==> src/rtl/bf_pkg.sv <==
// Shared constants for the brainfuck tape RAM arbiter: default widths, FSM encoding, requester IDs.
package bf_pkg;
  localparam int ADDR_W_DEF = 9;
  localparam int DATA_W_DEF = 8;

  typedef enum logic [1:0] {
    IDLE      = 2'd0,
    ISSUE     = 2'd1,
    LOCK_WAIT = 2'd2,
    LOCKED    = 2'd3
  } bf_state_t;

  localparam logic REQ_CORE = 1'b0;
  localparam logic REQ_HOST = 1'b1;
endpackage

==> src/rtl/bf_arb_pick.sv <==
// Combinational requester pick: core wins unless the host has waited out the starvation limit.
module bf_arb_pick
  import bf_pkg::*;
#(
  parameter int STARVE_MAX = 8
) (
  input  logic       i_core_req,
  input  logic       i_host_req,
  input  logic [3:0] i_starve_cnt,
  output logic       o_vld,
  output logic       o_id
);
  localparam logic [3:0] LIM = 4'(STARVE_MAX);

  logic w_starve;
  assign w_starve = i_host_req && (i_starve_cnt >= LIM);

  always_comb begin
    o_vld = i_core_req | i_host_req;
    o_id  = (i_core_req && !w_starve) ? REQ_CORE : REQ_HOST;
  end
endmodule

==> src/rtl/bf_ram_arbiter.sv <==
// Tape RAM arbiter between brainfuckCore and host port; pipelined, core priority, host lock.
// Optional host starvation guard enabled by defining BF_ARB_STARVE_GUARD_EN.
module bf_ram_arbiter
  import bf_pkg::*;
#(
  parameter int ADDR_W     = ADDR_W_DEF,
  parameter int DATA_W     = DATA_W_DEF,
  parameter int STARVE_MAX = 8
) (
  input  logic              clk,
  input  logic              reset,
  input  logic              core_req,
  input  logic              core_we,
  input  logic [ADDR_W-1:0] core_addr,
  input  logic [DATA_W-1:0] core_wdata,
  output logic              core_gnt,
  output logic              core_rvalid,
  output logic [DATA_W-1:0] core_rdata,
  input  logic              host_req,
  input  logic              host_we,
  input  logic [ADDR_W-1:0] host_addr,
  input  logic [DATA_W-1:0] host_wdata,
  output logic              host_gnt,
  output logic              host_rvalid,
  output logic [DATA_W-1:0] host_rdata,
  input  logic              host_lock,
  output logic              host_owns,
  output logic [ADDR_W-1:0] ram_addr,
  output logic [DATA_W-1:0] ram_wdata,
  output logic              ram_we,
  input  logic [DATA_W-1:0] ram_rdata
);
  bf_state_t         r_state, w_next;
  logic              w_vld, w_id, w_core_go, w_host_go;
  logic [3:0]        w_starve_cnt;
  logic              r_core_gnt, r_host_gnt, r_ram_we, r_core_rv, r_host_rv;
  logic [ADDR_W-1:0] r_ram_addr;
  logic [DATA_W-1:0] r_ram_wdata, r_core_hold, r_host_hold;

  bf_arb_pick #(.STARVE_MAX(STARVE_MAX)) u_pick (
    .i_core_req  (core_req),
    .i_host_req  (host_req),
    .i_starve_cnt(w_starve_cnt),
    .o_vld       (w_vld),
    .o_id        (w_id)
  );

`ifdef BF_ARB_STARVE_GUARD_EN
  logic [3:0] r_starve_cnt;
  always_ff @(posedge clk or posedge reset) begin
    if (reset)                     r_starve_cnt <= '0;
    else if (!host_req || w_host_go) r_starve_cnt <= '0;
    else if (w_core_go && r_starve_cnt != 4'hF) r_starve_cnt <= r_starve_cnt + 4'd1;
  end
  assign w_starve_cnt = r_starve_cnt;
`else
  assign w_starve_cnt = '0;
`endif

  always_ff @(posedge clk or posedge reset) begin
    if (reset) r_state <= IDLE;
    else       r_state <= w_next;
  end

  // A lock raised while an access is on the RAM lines detours through LOCK_WAIT so it drains first.
  always_comb begin
    w_next = r_state;
    case (r_state)
      IDLE:      w_next = host_lock ? LOCKED : (w_vld ? ISSUE : IDLE);
      ISSUE:     w_next = host_lock ? LOCK_WAIT : (w_vld ? ISSUE : IDLE);
      LOCK_WAIT: w_next = host_lock ? LOCKED : IDLE;
      LOCKED:    w_next = host_lock ? LOCKED : IDLE;
      default:   w_next = IDLE;
    endcase
  end

  always_comb begin
    w_core_go = 1'b0;
    w_host_go = 1'b0;
    case (r_state)
      IDLE, ISSUE: begin
        w_core_go = !host_lock && w_vld && (w_id == REQ_CORE);
        w_host_go = !host_lock && w_vld && (w_id == REQ_HOST);
      end
      LOCKED:  w_host_go = host_lock && host_req;
      default: ;
    endcase
  end

  always_ff @(posedge clk or posedge reset) begin
    if (reset) begin
      r_core_gnt  <= 1'b0;
      r_host_gnt  <= 1'b0;
      r_ram_we    <= 1'b0;
      r_ram_addr  <= '0;
      r_ram_wdata <= '0;
      r_core_rv   <= 1'b0;
      r_host_rv   <= 1'b0;
      r_core_hold <= '0;
      r_host_hold <= '0;
    end else begin
      r_core_gnt <= w_core_go;
      r_host_gnt <= w_host_go;
      r_ram_we   <= (w_core_go && core_we) || (w_host_go && host_we);
      if (w_core_go) begin
        r_ram_addr  <= core_addr;
        r_ram_wdata <= core_wdata;
      end else if (w_host_go) begin
        r_ram_addr  <= host_addr;
        r_ram_wdata <= host_wdata;
      end
      r_core_rv <= r_core_gnt && !r_ram_we;
      r_host_rv <= r_host_gnt && !r_ram_we;
      if (r_core_rv) r_core_hold <= ram_rdata;
      if (r_host_rv) r_host_hold <= ram_rdata;
    end
  end

  assign core_gnt    = r_core_gnt;
  assign host_gnt    = r_host_gnt;
  assign core_rvalid = r_core_rv;
  assign host_rvalid = r_host_rv;
  assign core_rdata  = r_core_rv ? ram_rdata : r_core_hold;
  assign host_rdata  = r_host_rv ? ram_rdata : r_host_hold;
  assign host_owns   = (r_state == LOCKED);
  assign ram_addr    = r_ram_addr;
  assign ram_wdata   = r_ram_wdata;
  assign ram_we      = r_ram_we;
endmodule

==> config.mk <==
export PLATFORM = sky130hd
export DESIGN_NAME = bf_ram_arbiter
export DESIGN_NICKNAME = d
export VERILOG_FILES = /design/src/rtl/bf_pkg.sv /design/src/rtl/bf_arb_pick.sv /design/src/rtl/bf_ram_arbiter.sv
export SDC_FILE = /design/constraint.sdc
export NUM_CORES = 1
export LEC_CHECK = 0
export ABC_AREA = 1
export BUFFER_PORTS_ARGS = -buffer_cell sky130_fd_sc_hd__clkbuf_2
export CAP_MARGIN = 20
export CORE_MARGIN = 2
export CORE_UTILIZATION = 30
export CTS_CLUSTER_SIZE = 40
export DETAILED_ROUTE_END_ITERATION = 12
export MAX_ROUTING_LAYER = met4
export PLACE_DENSITY = 0.58
export REMOVE_ABC_BUFFERS = 1
export SYNTH_ARGS = -nofsm -noshare
export SYNTH_HDL_FRONTEND = slang
export SYNTH_SLANG_ARGS = --single-unit
==> constraint.sdc <==
create_clock -name clk -period 3.2 [get_ports clk]
set_input_delay 0.16 -clock clk [delete_from_list [all_inputs] [get_ports clk]]
set_output_delay 0.16 -clock clk [all_outputs]
set_load 0.02 [all_outputs]
==> results.ini <==
[timing]
max_slew_margin_pct = 65.97
rsz0062_at_grt = false
final_hold_viol_count = 0
finClkSkew_ns = 0.006340
finalCritPeriodShare_pct = 51.98
report.final.setup_viol = 0
worst_slew_pin_slew_ns = 0.5104
drv_slew = 0
fin_crit_ns = 1.663
setup_tns_ns = 0
fin_worst_hold_slack_ns = 0.05489
fmax_ghz = 0.6012

[pwr]
pwr_density_cell_nw_per_um2 = 579.9
p_leak_nw = 1.363
peakVddDrop_v = 0.0002650

[global_route]
grt_use_total_pct = 14.61
grt_max_degree = 41
overflow = 0
grt_pass1_vias = 1647
antenna_found_initial = 0
grt_first_pass_wirelength_um = 8024

[worst_setup_path]
ff2ff_path_depth = 5
critPathKind = flip-flop to flip-flop
critPathLaunchType = flip-flop
r2r-end = ram_addr[5]
cp-end-kind = flip-flop
reg2reg_from = r_state[1]
path_max_fanout = 36
reg2reg_setup_slack_ns = 1.54
crit_start = r_state[1]
arrival_ns = 1.89
crit_end = ram_addr[5]
critPathMaxStageDelay_ns = 0.40
cp_cell_sequence = inv_2, nand3_4, nand3_4, nand2_1, nand2_1
critPathRequiredTime_ns = 3.43
slowest_stage = dfrtp_1

[final_layout]
final_nets = 330
area.growth.synth_to_final_pct = 29.33
drive_gt1_share_pct = 42.20
antenna_cells_inserted = 0

[placement]
gp_congestion = 0.7628
io_buffers = 87
dp_hpwl_um = 3472

[routing]
antenna_left = 0
drt_iter0_drc = 37
routed-via-count = 1674
dr_wl_met2_um = 2115
top_layer_used = met4
vias_per_cell = 4.689
dr.pass1.iters = 4
drc = 0
wl_met3_um = 360
wire_per_inst_um = 13.25
met1_length_um = 2203
drt_wl_total_um = 4730

[synth]
yosysSeqAreaShare_pct = 53.09
syn_inst = 199
syn_area_sq_um = 1886
postSynthAreaPerCell_sq_um = 9.475
ys_ff_latch = 40
netlist-cell-type-count = 15
synth_warnings = 0

[floorplan]
core_area_sq_um = 5991
fp.dieH_um = 83.28
rows = 28
die_x_um = 83.28
start_util_pct = 31.47
ios = 88
dieArea_sq_um = 6936

[flow_run]
drv_cap = 0

[clock_tree]
worstSkewPairLatency_ns = 0.29
htree_num_levels = 2
cts_root_buf = clkbuf_8
clk_pin_slew_ns = 0.08
clockBufferDepth = 2
cts_tree = done
cts_sinks = 40
cts_made_buffers = 5
post_cts_resized = 0

[outcome]
status = finished clean

[worst_hold_path]
min_path_type = input pin to flip-flop

cell type report:
| cell class | instances | area, sq um |
|---|---|---|
| multi-input cells | 135 | 760.7 |
| well taps | 75 | 93.84 |
| clock inverters | 2 | 10.01 |
| clock buffers | 6 | 82.58 |
| flip-flops and latches | 40 | 1001 |
| fillers | 639 | 3552 |
| inverters | 10 | 37.54 |
| repair buffers | 89 | 452.9 |
per-stage QoR:
step           cells  total power [mW]  util (%)  setup WS, ns  cell area [sq um]
3_3_place_gp     348             1.081     38.99         1.574               2336
5_1_grt          357             1.504     40.71         1.370               2439
6_report         357             1.414     40.71         1.537               2439
2_1_floorplan    185            0.9163         -         1.853               1799
4_1_cts          357             1.434     40.71         1.541               2439
3_5_place_dp     348             1.090     38.99         1.550               2336
cells in the mapped netlist:
| cell type | n | share of area [%] |
|---|---|---|
| nor2_1 | 3 | 0.60 |
| buf_2 | 6 | 1.6 |
| nor2_2 | 1 | 0.33 |
| nand3_4 | 3 | 2.8 |
| buf_4 | 1 | 0.40 |
| dfrtp_1 | 40 | 53 |
| a21oi_1 | 2 | 0.53 |
| inv_2 | 2 | 0.40 |
| nand4_1 | 34 | 11 |
| inv_1 | 8 | 1.6 |
| buf_6 | 3 | 1.8 |
| mux2_2 | 16 | 9.6 |
| nand2_1 | 75 | 15 |
| nand2_2 | 1 | 0.33 |
| clkbuf_1 | 4 | 0.80 |
kinds of logic after synthesis:
family,share of synthesized area [%]
AND/OR/NAND/NOR,30.26
multiplexers,9.555
buffers and inverters,6.569
flip-flops,53.09
AO/OA/AOI/OAI,0.5309
repair_timing:
action | 4_1_cts | 5_1_grt
hold buffers | 1 | 0
buffers inserted | 0 | 0
endpoints found under the hold margin | 40 | 0
critical path, delay by kind of cell, from the launching register on:
kind,cells,cell delay [ns]
DFF,1,0.40
buffers and inverters,1,0.29
and+or+nand+nor,4,0.90
how the worst min path moves through the flow:
stage          cells past startpoint        endpoint       from
6_report                           1      r_state[1]  host_lock
5_1_grt                            1      r_state[1]  host_lock
4_1_cts                            1      r_state[1]  host_lock
3_5_place_dp                       3     ram_addr[2]      reset
3_3_place_gp                       3  r_core_hold[0]      reset
2_1_floorplan                      0      r_state[1]  host_lock
sequential cells by signal, indices dropped and copies added (netlist names):
| register | count |
|---|---|
| r_state | 2 |
| host_rvalid | 1 |
| r_core_hold | 8 |
| host_gnt | 1 |
| core_gnt | 1 |
| ram_addr | 9 |
| r_host_hold | 8 |
| core_rvalid | 1 |
| ram_wdata | 8 |
| ram_we | 1 |
placed cells by master, fill, tap and decap left out, drive strengths merged:
cell / n
a21oi: 2
buf: 1
clkbuf: 93
clkinv: 3
dfrtp: 40
dlygate4sd3: 1
inv: 9
mux2: 16
nand2: 76
nand3: 3
nand4: 34
nor2: 4
metal layers:
metal | vias up | GRT usage (%)
met2 | 79 | 22.07
met3 | 6 | 3.777
met1 | 754 | 19.68
met4 | 0 | 3.577
li1 | 835 | -
met5 | - | -
power breakdown:
group          internal [mW]  switching [mW]
combinational          0.160           0.271
clock                  0.172           0.167
sequential             0.600          0.0438
total                  0.932           0.482
No activity file was read; power rests on OpenSTA's default activity.
